===== config.mk =====
export PLATFORM = sky130hd
export DESIGN_NAME = sw_input_port_flat
export DESIGN_NICKNAME = d
export VERILOG_FILES = /design/src/rtl/sw_input_pkg.sv /design/src/rtl/sw_input_port_if.sv /design/src/rtl/sw_input_port_debounce.sv /design/src/rtl/sw_input_port.sv /design/src/flat_wrapper.sv
export SDC_FILE = /design/constraint.sdc
export NUM_CORES = 1
export LEC_CHECK = 0
export CELL_PAD_IN_SITES_DETAIL_PLACEMENT = 0
export CELL_PAD_IN_SITES_GLOBAL_PLACEMENT = 2
export CORE_ASPECT_RATIO = 2
export CORE_UTILIZATION = 28
export DETAILED_ROUTE_END_ITERATION = 8
export GPL_TIMING_DRIVEN = 0
export PLACE_DENSITY_LB_ADDON = 0.1
export SLEW_MARGIN = 20
export SYNTH_ARGS = -nofsm -noshare
export SYNTH_HDL_FRONTEND = slang
export SYNTH_SLANG_ARGS = --single-unit

===== constraint.sdc =====
create_clock -name clock -period 2 [get_ports clock]
set_input_delay 0.4 -clock clock [delete_from_list [all_inputs] [get_ports clock]]
set_output_delay 0.4 -clock clock [all_outputs]
set_load 0.005 [all_outputs]

===== src/rtl/sw_input_pkg.sv =====
// rtl/sw_input_pkg.sv - shared constants and types for the switch input port
package sw_input_pkg;

    localparam int SW_W   = 18;
    localparam int DATA_W = 32;
    localparam int DEFAULT_DEBOUNCE_CYCLES = 16;

    localparam int F0_MSB = 17;
    localparam int F0_LSB = 13;
    localparam int F1_MSB = 12;
    localparam int F1_LSB = 8;
    localparam int F2_MSB = 7;
    localparam int F2_LSB = 3;
    localparam int F3_MSB = 2;
    localparam int F3_LSB = 0;

    localparam int F0_W = F0_MSB - F0_LSB + 1;
    localparam int F1_W = F1_MSB - F1_LSB + 1;
    localparam int F2_W = F2_MSB - F2_LSB + 1;
    localparam int F3_W = F3_MSB - F3_LSB + 1;

    typedef enum logic {
        STABLE   = 1'b0,
        SETTLING = 1'b1
    } deb_state_e;

endpackage


===== src/rtl/sw_input_port_if.sv =====
// rtl/sw_input_port_if.sv - CPU-facing input-port bus of the switch input port
interface sw_input_port_if;
    import sw_input_pkg::*;

    logic              rd_en;
    logic [1:0]        rd_sel;
    logic [DATA_W-1:0] rd_data;
    logic [3:0]        changed;
    logic [DATA_W-1:0] inp0;
    logic [DATA_W-1:0] inp1;
    logic [DATA_W-1:0] inp2;
    logic [DATA_W-1:0] inp3;

    modport master (
        output rd_en, rd_sel,
        input  rd_data, changed, inp0, inp1, inp2, inp3
    );

    modport slave (
        input  rd_en, rd_sel,
        output rd_data, changed, inp0, inp1, inp2, inp3
    );

endinterface


===== src/rtl/sw_input_port_debounce.sv =====
// rtl/sw_input_port_debounce.sv - per-field debounce FSM (module sw_debounce)
module sw_debounce
    import sw_input_pkg::*;
#(
    parameter int WIDTH           = 5,
    parameter int DEBOUNCE_CYCLES = DEFAULT_DEBOUNCE_CYCLES
) (
    input  logic             clock,
    input  logic             resetn,
    input  logic [WIDTH-1:0] din,
    output logic [WIDTH-1:0] stable,
    output logic             commit
);

    localparam int CNT_W = $clog2(DEBOUNCE_CYCLES);
    localparam logic [CNT_W-1:0] CNT_LAST = CNT_W'(DEBOUNCE_CYCLES - 1);

    deb_state_e       state;
    logic [WIDTH-1:0] cand;
    logic [CNT_W-1:0] cnt;
    logic             held_done;

    // Commit is combinational so inp and changed move on the same edge;
    // settling back onto the old value is silent.
    assign held_done = (state == SETTLING) && (din == cand) && (cnt == CNT_LAST);
    assign commit    = held_done && (cand != stable);

    always_ff @(posedge clock or negedge resetn) begin
        if (!resetn) begin
            state  <= STABLE;
            stable <= '0;
            cand   <= '0;
            cnt    <= '0;
        end else begin
            case (state)
                STABLE: begin
                    if (din != stable) begin
                        cand  <= din;
                        cnt   <= '0;
                        state <= SETTLING;
                    end
                end
                SETTLING: begin
                    if (din != cand) begin
                        cand <= din;
                        cnt  <= '0;
                    end else if (cnt == CNT_LAST) begin
                        stable <= cand;
                        state  <= STABLE;
                    end else begin
                        cnt <= cnt + CNT_W'(1);
                    end
                end
                default: state <= STABLE;
            endcase
        end
    end

endmodule


===== src/rtl/sw_input_port.sv =====
// rtl/sw_input_port.sv - synchronized, debounced board switches as four CPU input ports
module sw_input_port
    import sw_input_pkg::*;
#(
    parameter int DEBOUNCE_CYCLES = DEFAULT_DEBOUNCE_CYCLES
) (
    input  logic            clock,
    input  logic            resetn,
    input  logic [SW_W-1:0] sw,
    sw_input_port_if.slave  cpu
);

    logic [SW_W-1:0] s1;
    logic [SW_W-1:0] s2;
    logic [F0_W-1:0] st0;
    logic [F1_W-1:0] st1;
    logic [F2_W-1:0] st2;
    logic [F3_W-1:0] st3;
    logic [3:0]      commit;
    logic [3:0]      changed_q;

    always_ff @(posedge clock or negedge resetn) begin
        if (!resetn) begin
            s1 <= '0;
            s2 <= '0;
        end else begin
            s1 <= sw;
            s2 <= s1;
        end
    end

    sw_debounce #(.WIDTH(F0_W), .DEBOUNCE_CYCLES(DEBOUNCE_CYCLES)) u_deb0 (
        .clock  (clock),
        .resetn (resetn),
        .din    (s2[F0_MSB:F0_LSB]),
        .stable (st0),
        .commit (commit[0])
    );

    sw_debounce #(.WIDTH(F1_W), .DEBOUNCE_CYCLES(DEBOUNCE_CYCLES)) u_deb1 (
        .clock  (clock),
        .resetn (resetn),
        .din    (s2[F1_MSB:F1_LSB]),
        .stable (st1),
        .commit (commit[1])
    );

    sw_debounce #(.WIDTH(F2_W), .DEBOUNCE_CYCLES(DEBOUNCE_CYCLES)) u_deb2 (
        .clock  (clock),
        .resetn (resetn),
        .din    (s2[F2_MSB:F2_LSB]),
        .stable (st2),
        .commit (commit[2])
    );

    sw_debounce #(.WIDTH(F3_W), .DEBOUNCE_CYCLES(DEBOUNCE_CYCLES)) u_deb3 (
        .clock  (clock),
        .resetn (resetn),
        .din    (s2[F3_MSB:F3_LSB]),
        .stable (st3),
        .commit (commit[3])
    );

    assign cpu.inp0 = {{(DATA_W - F0_W){1'b0}}, st0};
    assign cpu.inp1 = {{(DATA_W - F1_W){1'b0}}, st1};
    assign cpu.inp2 = {{(DATA_W - F2_W){1'b0}}, st2};
    assign cpu.inp3 = {{(DATA_W - F3_W){1'b0}}, st3};

    // A fresh commit outranks a read clear landing on the same edge.
    always_ff @(posedge clock or negedge resetn) begin
        if (!resetn) begin
            changed_q <= '0;
        end else begin
            for (int i = 0; i < 4; i++) begin
                if (commit[i]) begin
                    changed_q[i] <= 1'b1;
                end else if (cpu.rd_en && (cpu.rd_sel == 2'(i))) begin
                    changed_q[i] <= 1'b0;
                end
            end
        end
    end

    assign cpu.changed = changed_q;

    always_comb begin
        cpu.rd_data = '0;
        case (cpu.rd_sel)
            2'd0: cpu.rd_data = cpu.inp0;
            2'd1: cpu.rd_data = cpu.inp1;
            2'd2: cpu.rd_data = cpu.inp2;
            2'd3: cpu.rd_data = cpu.inp3;
            default: cpu.rd_data = '0;
        endcase
    end

endmodule


===== src/flat_wrapper.sv =====
// flat-port wrapper written by rule: the top's interface ports become plain ports
module sw_input_port_flat import sw_input_pkg::*;
#(
    parameter int DEBOUNCE_CYCLES = DEFAULT_DEBOUNCE_CYCLES
)
  (clock, resetn, sw, cpu_rd_en, cpu_rd_sel, cpu_rd_data, cpu_changed, cpu_inp0, cpu_inp1, cpu_inp2, cpu_inp3);
  sw_input_port_if cpu_i ();
  input  logic clock;
  input  logic resetn;
  input  logic [SW_W-1:0] sw;
  input wire logic [$bits(cpu_i.rd_en)-1:0] cpu_rd_en;
  input wire logic [$bits(cpu_i.rd_sel)-1:0] cpu_rd_sel;
  output wire logic [$bits(cpu_i.rd_data)-1:0] cpu_rd_data;
  output wire logic [$bits(cpu_i.changed)-1:0] cpu_changed;
  output wire logic [$bits(cpu_i.inp0)-1:0] cpu_inp0;
  output wire logic [$bits(cpu_i.inp1)-1:0] cpu_inp1;
  output wire logic [$bits(cpu_i.inp2)-1:0] cpu_inp2;
  output wire logic [$bits(cpu_i.inp3)-1:0] cpu_inp3;
  assign cpu_i.rd_en = cpu_rd_en;
  assign cpu_i.rd_sel = cpu_rd_sel;
  assign cpu_rd_data = cpu_i.rd_data;
  assign cpu_changed = cpu_i.changed;
  assign cpu_inp0 = cpu_i.inp0;
  assign cpu_inp1 = cpu_i.inp1;
  assign cpu_inp2 = cpu_i.inp2;
  assign cpu_inp3 = cpu_i.inp3;
  sw_input_port #(.DEBOUNCE_CYCLES(DEBOUNCE_CYCLES)) u_core (.clock(clock), .resetn(resetn), .sw(sw), .cpu(cpu_i));
endmodule

==> run_results.csv, run 1 <==
group,metric,value,unit
run_status,status,"finished with violations",
run_status,violations,"design-rule violations",
layout,register_area,2420,um^2
global_route,grt_overflow,0,
worst_setup_path,cp_slowest_stage_delay,520,ps
layout,multiInputGateArea,2210,um^2
worst_setup_path,path_class,"reg2out",
sta,tightest_slew,557,ps
floorplan,rows,69,
worst_setup_path,worstPathCellList,"mux2i_1, o21ai_0, clkdlybuf4s50_1",
global_route,track_usage,0.121,
placement,dp_hpwl,8.38,mm
routing,drt_iter0_markers,149,
routing,drc,7,
floorplan,io_pins,187,
yosys,netlist_area,5160,um^2
floorplan,die_w,98.0,um
floorplan,design.core.area,17900,um^2
sta,skew,7.51,ps
routing,ant_nets,0,
worst_setup_path,crit_fanout,5,
sta,max_freq,522,MHz
worst_setup_path,slowest_stage,"clkdlybuf4s50_1",
clock_tree,cts_max_level,3,
floorplan,die_y,194,um
worst_setup_path,cp_top_family,"buffers and inverters",
hold_path,hold_depth,0,
placement,io_buffers,47,
power,power.leakage,3.39,nW
floorplan,dieArea,19000,um^2
sta,setup_viol_count_final,0,
layout,drive_above_1_share,0.357,
routing,vias_per_cell,3.83,
clock_tree,cts_num_sinks,96,
global_route,grt_max_degree,75,
clock_tree,clk_latency,350,ps
routing,dr.pass1.iters,6,
yosys,syn-mean-instance-area,11.4,um^2
worst_setup_path,crit_path_end_kind,"output port",
run,maxCapViolCount,0,
routing,wl,10.9,mm
yosys,yosysTopAreaCell,"dfrtp_1",
routing,num_vias,3369,
hold_path,worstHoldPathType,"reg2reg",
layout,antenna_cells,0,
yosys,synthTopCellsByArea,"dfrtp_1, buf_4, mux2_2",
power,power.density,612,nW/um^2
clock_tree,root_buffer,"clkbuf_16",
layout,fin_util,0.384,
layout,nets,688,
worst_setup_path,crit_arrival,1520,ps
global_route,grt_pass1_wl,17.7,mm
routing,route.detailed.wl_per_inst,12.4,um
clock_tree,cts_tree,"done",
yosys,synth_warnings,0,
worst_setup_path,required,1600,ps
yosys,synth_edf_count,0,
worst_setup_path,r2r_setup_slack,120,ps
global_route,grt_pass1_vias,3385,
floorplan,initial_core_util,0.289,
worst_setup_path,worstRegToRegCells,6,
clock_tree,clk_pin_slew,70,ps
sta,post-route-period-util,0.958,
sta,final.setup.tns,0,ps
yosys,async_reset_ff_frac,1.00,
power,ir_drop,0.365,mV
yosys,synth-seq-cells,96,
sta,slew_viol_final,0,
power,power.total,4.20,mW
layout,area_growth,32.9,%
global_route,antenna_found_initial,0,
yosys,synthesis.instances,452,
worst_setup_path,crit_cells,3,
clock_tree,cts-buffers-inserted,9,
clock_tree,clockBufferDepth,2,
yosys,synth.most_common_cell,"buf_4",
yosys,synth_cell_types,38,
worst_setup_path,start_kind,"flip-flop",
yosys,synth-main-ff-cell,"dfrtp_1",
sta,period_minus_slack,1920,ps
sta,rsz0062_at_grt,"no",
layout,fillers,1760,
sta,holdWs,349,ps
sta,report.final.hold_viol_count,0,
placement,gp_congestion,0.729,
yosys,yosysSeqAreaShare,0.465,
yosys,synthTopCellsByCount,"buf_4, dfrtp_1, xnor2_1",
sta,slew_headroom,0.626,
worst_setup_path,crit_buf_inv,1,
yosys,yosys.area.top_type_share,0.465,
## final cells by class
class / instances / area share
sequential: 96 / 0.353
multi-input combinational: 346 / 0.322
buffer: 143 / 0.155
timing repair buffer: 62 / 0.0882
tap: 213 / 0.0388
clock buffer: 11 / 0.0354
clock inverter: 5 / 0.00583
inverter: 3 / 0.00164
## stage by stage
| step | setup WS [ps] | instance area, um^2 | cells |
|---|---|---|---|
| global placement | -3180 | 6410 | 848 |
| global route | 4.40 | 6860 | 879 |
| finish | 83.8 | 6860 | 879 |
| CTS | 1.88 | 6840 | 877 |
| detailed placement | -263 | 6440 | 849 |
| floorplan | 290 | 5680 | 588 |
## cell usage in the layout (no fill, tap or decap), drive strengths merged, types with 2 or more instances in the layout
master         count
a21oi             12
mux2              37
ha                 4
a22o               3
nand2             18
nor4               3
and4               2
clkbuf            14
nand2b             2
o21ai             17
nor3               8
a41oi              2
buf              155
nor2               7
mux4               3
or3                3
xnor2             40
clkdlybuf4s50     42
clkinv             3
conb             137
o31ai              2
dlygate4sd2        3
nand4              7
dfrtp             96
inv                5
xor2              14
nand3b             2
nand3             13
mux2i              3
## logic make-up after synthesis
group           after synthesis  share of synthesized area
compound gates               39                     0.0460
xor+xnor                     54                     0.0916
fa+ha+maj                     4                    0.00969
buf+inv                     146                      0.208
flops                        96                      0.465
mux                          43                      0.100
other cells                   1                   0.000726
simple gates                 69                     0.0790
## final timing paths
| path | startpoint | endpoint |
|---|---|---|
| worst max register to register | u_core.u_deb1.stable[0] | u_core.u_deb1.cand[3] |
| worst min-delay path | u_core.s1[17] | u_core.s2[17] |
| min in group asynchronous | resetn | u_core.u_deb0.cand[4] |
| worst max-delay path | u_core.u_deb1.stable[3] | cpu_rd_data[3] |
| max in group asynchronous | resetn | u_core.u_deb1.stable[3] |
| worst min register to register | u_core.s1[17] | u_core.s2[17] |
## power breakdown
part	switching, mW	internal [mW]	leakage (nW)	total [mW]
Sequential	0.0577	2.00	1.17	2.06
Clock	0.752	0.889	0.140	1.64
Combinational	0.213	0.286	2.08	0.499
Total	1.02	3.18	3.39	4.20
## state kept, by name, summed over array words and instances, names as in the netlist, 3 cells and up
name	cells
u_core.s1	18
u_core.u_deb3.stable	3
u_core.u_deb3.cnt	4
u_core.u_deb1.cnt	4
u_core.u_deb1.stable	5
u_core.u_deb0.cnt	4
u_core.u_deb2.cand	5
u_core.u_deb0.cand	5
u_core.s2	18
u_core.u_deb0.stable	5
u_core.cpu.changed	4
u_core.u_deb2.stable	5
u_core.u_deb1.cand	5
u_core.u_deb3.cand	3
u_core.u_deb2.cnt	4
## layer usage
layer / global-route usage / wire length [um] / vias up
met1: 0.122 / 3850 / 1567
met4: 0.0595 / 232 / 0
met5: 0 / 0 / -
met3: 0.0213 / 570 / 11
li1: - / - / 1668
met2: 0.232 / 6250 / 123
## timing repair
action | in CTS | in global routing
hold buffers | 1 | 0
buffers inserted | 11 | 2
pin swaps | 0 | 3
endpoints found under the setup margin | 5 | 14
gates resized for setup | 20 | 7
endpoints found under the hold margin | 22 | 0
Note: power is estimated with default switching activity, not from simulation.
==> inputs of run 2 (changes only) <==
--- a/config.mk
+++ b/config.mk
@@ -12,6 +12,7 @@
 export DETAILED_ROUTE_END_ITERATION = 8
 export GPL_TIMING_DRIVEN = 0
 export PLACE_DENSITY_LB_ADDON = 0.1
+export SETUP_SLACK_MARGIN = 0.15
 export SLEW_MARGIN = 20
 export SYNTH_ARGS = -nofsm -noshare
 export SYNTH_HDL_FRONTEND = slang
==> run_results.csv, run 2 (synthesis results as in run 1) <==
group,metric,value,unit
global_route,grt_pass1_vias,3453,
worst_setup_path,crit_fanout,2,
power,p_int,3.18,mW
floorplan,initial_core_util,0.289,
placement,dp_hpwl,8.38,mm
clock_tree,root_buffer,"clkbuf_16",
worst_setup_path,crit_arrival,1460,ps
floorplan,die_y,194,um
power,ir_drop,0.365,mV
layout,final_common_cell,"buf_4",
hold_path,hold_depth,0,
layout,multiInputGateArea,2300,um^2
layout,nets,710,
worst_setup_path,worstPathCellList,"buf_4, mux4_2, buf_2",
sta,tightest_slew,506,ps
routing,num_vias,3483,
clock_tree,cts-buffers-inserted,9,
routing,dr.pass1.iters,6,
clock_tree,cts_max_level,3,
sta,report.final.hold_viol_count,0,
sta,skew,7.60,ps
hold_path,worstHoldPathType,"reg2reg",
layout,final_cell_mix,"buf_4, conb_1, dfrtp_1",
routing,vias_per_cell,3.87,
layout,area_growth,38.0,%
floorplan,design.core.area,17900,um^2
floorplan,rows,69,
global_route,grt_overflow,0,
sta,slew_viol_final,0,
global_route,grt_max_degree,75,
layout,fillers,1755,
routing,wl,11.4,mm
sta,holdWs,348,ps
layout,fin_util,0.399,
sta,post-route-period-util,0.932,
sta,max_freq,537,MHz
power,power.leakage,3.55,nW
floorplan,io_pins,187,
layout,register_area,2420,um^2
worst_setup_path,path_class,"reg2out",
placement,gp_congestion,0.729,
power,combPwrFrac,0.121,
power,p_sw,1.03,mW
layout,antenna_cells,0,
layout,drive_above_1_share,0.404,
clock_tree,cts_tree,"done",
sta,final.setup.tns,0,ps
global_route,grt_pass1_wl,18.1,mm
power,seq_power_share,0.490,
global_route,antenna_found_initial,0,
sta,rsz0062_at_grt,"yes",
worst_setup_path,slowest_stage,"mux4_2",
run_status,violations,"design-rule violations",
sta,setup_viol_count_final,0,
routing,drt_iter0_markers,132,
routing,drc,7,
power,clock_power_share,0.389,
clock_tree,cts_num_sinks,96,
run,maxCapViolCount,0,
power,power.density,591,nW/um^2
run_status,status,"finished with violations",
sta,slew_headroom,0.660,
worst_setup_path,crit_path_end_kind,"output port",
clock_tree,clk_pin_slew,70,ps
routing,ant_nets,0,
global_route,track_usage,0.123,
worst_setup_path,required,1600,ps
routing,route.detailed.wl_per_inst,12.6,um
power,switching_share,0.244,
sta,period_minus_slack,1860,ps
worst_setup_path,cp_slowest_stage_delay,430,ps
worst_setup_path,worstRegToRegCells,7,
floorplan,die_w,98.0,um
placement,io_buffers,47,
layout,reg_top3,"u_core.s1: 18 flops, u_core.s2: 18 flops",
floorplan,dieArea,19000,um^2
clock_tree,clockBufferDepth,2,
worst_setup_path,start_kind,"flip-flop",
clock_tree,clk_latency,340,ps
## run 2: power by group through the flow
| stage | clock network (mW) | registers (mW) | logic [mW] |
|---|---|---|---|
| CTS | 1.72 | 2.06 | 0.489 |
| global placement | 0 | 2.10 | 0.473 |
| global route | 1.79 | 2.07 | 0.567 |
| detailed placement | 0 | 2.10 | 0.483 |
| floorplan | 0 | 2.08 | 0.373 |
| finish | 1.64 | 2.06 | 0.510 |
## run 2: final timing paths
check / start / to / slack, ps
max in group asynchronous: resetn / u_core.u_deb3.stable[0] / 870
setup / recovery: u_core.u_deb2.stable[1] / cpu_rd_data[1] / 140
hold reg to reg: u_core.s1[17] / u_core.s2[17] / 350
min in group asynchronous: resetn / u_core.u_deb0.cand[4] / 480
hold / removal: u_core.s1[17] / u_core.s2[17] / 350
setup reg to reg: u_core.u_deb2.stable[1] / u_core.u_deb2.cnt[0] / 140
## run 2: what timing repair did
action                                 CTS  global route
pin swaps                                4            11
gates resized for setup                 34            28
hold buffers                             1             0
setup endpoints to repair               25            31
buffers inserted                        23            10
endpoints found under the hold margin   22             0
gates cloned                             0             2
## run 2: stage by stage
stage	total power [mW]	instance area [um^2]	instances	setup WS, ps
after CTS	4.27	6940	889	77.6
final	4.21	7130	901	136
after floorplan	2.45	5680	588	290
after global placement	2.57	6410	848	-3180
after detailed placement	2.58	6440	849	-263
after global routing	4.42	7130	901	65.9
## run 2: layout make-up
type	instances	area share
clock buffer	11	0.0341
clock inverter	5	0.00562
inverter	3	0.00158
tap	213	0.0374
buffer	143	0.151
multi-input combinational	346	0.323
sequential	96	0.340
timing repair buffer	84	0.107
## run 2: metal layers
metal / wire length (um) / global-route usage
met5: 0 / 0
met4: 234 / 0.0595
met3: 588 / 0.0213
met2: 6590 / 0.240
met1: 3940 / 0.123
## run 2: critical path, delay by kind of cell, from the launching register on
family | cells | cell delay, ps
muxes | 1 | 430
buffers and inverters | 2 | 280
DFF | 1 | 410
==> inputs of run 3 (changes only) <==
--- a/config.mk
+++ b/config.mk
@@ -8,6 +8,7 @@
 export CELL_PAD_IN_SITES_DETAIL_PLACEMENT = 0
 export CELL_PAD_IN_SITES_GLOBAL_PLACEMENT = 2
 export CORE_ASPECT_RATIO = 2
+export CORE_MARGIN = 2
 export CORE_UTILIZATION = 28
 export DETAILED_ROUTE_END_ITERATION = 8
 export GPL_TIMING_DRIVEN = 0
==> run_results.csv, run 3 (synthesis results as in run 1) <==
group,metric,value,unit
floorplan,dieArea,19600,um^2
floorplan,die_w,100,um
floorplan,initial_core_util,0.284,
floorplan,die_y,196,um
power,power.total,4.17,mW
clock_tree,root_buffer,"clkbuf_16",
clock_tree,clockBufferDepth,2,
power,ir_drop,0.381,mV
layout,drive_above_1_share,0.401,
sta,setup_ws,147,ps
worst_setup_path,start_kind,"flip-flop",
global_route,use_met1,0.121,
layout,fillers,1814,
worst_setup_path,slowest_stage,"mux4_2",
sta,slew_viol_final,0,
sta,setup_viol_count_final,0,
clock_tree,clk_pin_slew,70,ps
global_route,grt_pass1_wl,18.3,mm
layout,final_area,7160,um^2
sta,period_minus_slack,1850,ps
power,power.leakage,3.56,nW
global_route,antenna_found_initial,0,
layout,antenna_cells,0,
run,maxCapViolCount,0,
worst_setup_path,cp_slowest_stage_delay,440,ps
sta,max_freq,540,MHz
worst_setup_path,required,1600,ps
run_status,status,"completed",
routing,wl,11.4,mm
placement,dp_hpwl,8.54,mm
layout,nets,710,
clock_tree,cts_max_level,3,
worst_setup_path,crit_path_end_kind,"output port",
floorplan,design.core.area,18200,um^2
placement,dp_slack,-296,ps
worst_setup_path,crit_arrival,1450,ps
layout,reg_top3,"u_core.s1: 18 flops, u_core.s2: 18 flops",
global_route,use_met2,0.232,
worst_setup_path,worstPathCellList,"buf_6, mux4_2, buf_2",
placement,place_inst,852,
routing,vias_per_cell,3.86,
routing,route.detailed.wl_per_inst,12.6,um
sta,report.final.hold_viol_count,0,
sta,holdWs,347,ps
routing,drt_iter0_markers,71,
power,power.density,582,nW/um^2
global_route,grt_pass1_vias,3602,
global_route,grt_max_degree,78,
sta,post-route-period-util,0.927,
hold_path,worstHoldPathType,"reg2reg",
sta,rsz0062_at_grt,"yes",
clock_tree,cts-buffers-inserted,9,
routing,ant_nets,0,
worst_setup_path,cp_top_family,"multiplexers",
layout,final_cell_mix,"buf_4, conb_1, dfrtp_1",
routing,num_vias,3492,
routing,dr.pass1.iters,4,
global_route,met3_usage,0.0239,
routing,drc,0,
placement,gp_congestion,0.689,
placement,io_buffers,47,
layout,fin_cells,904,
global_route,track_usage,0.120,
layout,final_common_cell,"buf_4",
layout,multiInputGateArea,2310,um^2
worst_setup_path,crit_buf_inv,2,
placement,dpl_cell_area,6440,um^2
global_route,grt_overflow,0,
worst_setup_path,crit_fanout,2,
layout,area_growth,38.6,%
clock_tree,cts_tree,"done",
floorplan,rows,70,
layout,register_area,2420,um^2
floorplan,io_pins,187,
worst_setup_path,path_class,"reg2out",
clock_tree,clk_latency,350,ps
clock_tree,cts_num_sinks,96,
global_route,top_usage_layer,"met2",
sta,skew,12.6,ps
-- run 3: report_power, final --
group	total [mW]	switching [mW]	internal [mW]	leakage [nW]
logic	0.514	0.217	0.297	2.27
registers	2.06	0.0607	2.00	1.17
clock network	1.59	0.745	0.848	0.119
total	4.17	1.02	3.14	3.56
-- run 3: final timing paths --
| check | start | endpoint | slack, ps | cells after the start |
|---|---|---|---|---|
| worst max-delay path | u_core.u_deb2.stable[1] | cpu_rd_data[1] | 150 | 3 |
| worst min-delay path | u_core.s1[17] | u_core.s2[17] | 350 | 0 |
| worst max register to register | u_core.u_deb2.stable[1] | u_core.u_deb2.cnt[0] | 150 | 7 |
| worst min register to register | u_core.s1[17] | u_core.s2[17] | 350 | 0 |
| max in group asynchronous | resetn | u_core.u_deb1.stable[3] | 850 | 3 |
| min in group asynchronous | resetn | u_core.s2[17] | 470 | 2 |
-- run 3: per-stage QoR --
| step | setup TNS (ps) | util |
|---|---|---|
| final | 0 | 0.393 |
| after global routing | 0 | 0.393 |
| after CTS | 0 | 0.388 |
| after detailed placement | -1120 | 0.354 |
| after global placement | -303750 | 0.352 |
| after floorplan | 0 | - |
-- run 3: layout make-up --
cell class	count	area share
well taps	216	0.0378
flip-flops and latches	96	0.338
repair buffers	84	0.112
clock inverters	4	0.00437
inverters	3	0.00157
plain buffers	143	0.151
multi-input cells	346	0.322
clock buffers	12	0.0330
-- run 3: worst reg2reg max path: stages, from the launching register on --
cell and delay [ps]:
dfrtp_2 420, buf_6 130, xnor2_2 140, nand4_1 120
or3_4 380, buf_6 150, o21a_4 120, mux2_4 290
-- run 3: metal layers --
layer	wire length [um]	part of all wire
met4	238	0.021
met5	0	0
met1	3970	0.35
met2	6520	0.57
met3	702	0.061
-- run 3: what timing repair did --
action	CTS	global route
pin swaps	8	16
setup endpoints to repair	26	37
hold buffers	1	0
buffers inserted	31	3
endpoints found under the hold margin	19	0
resized for setup	41	24
gates cloned	1	0
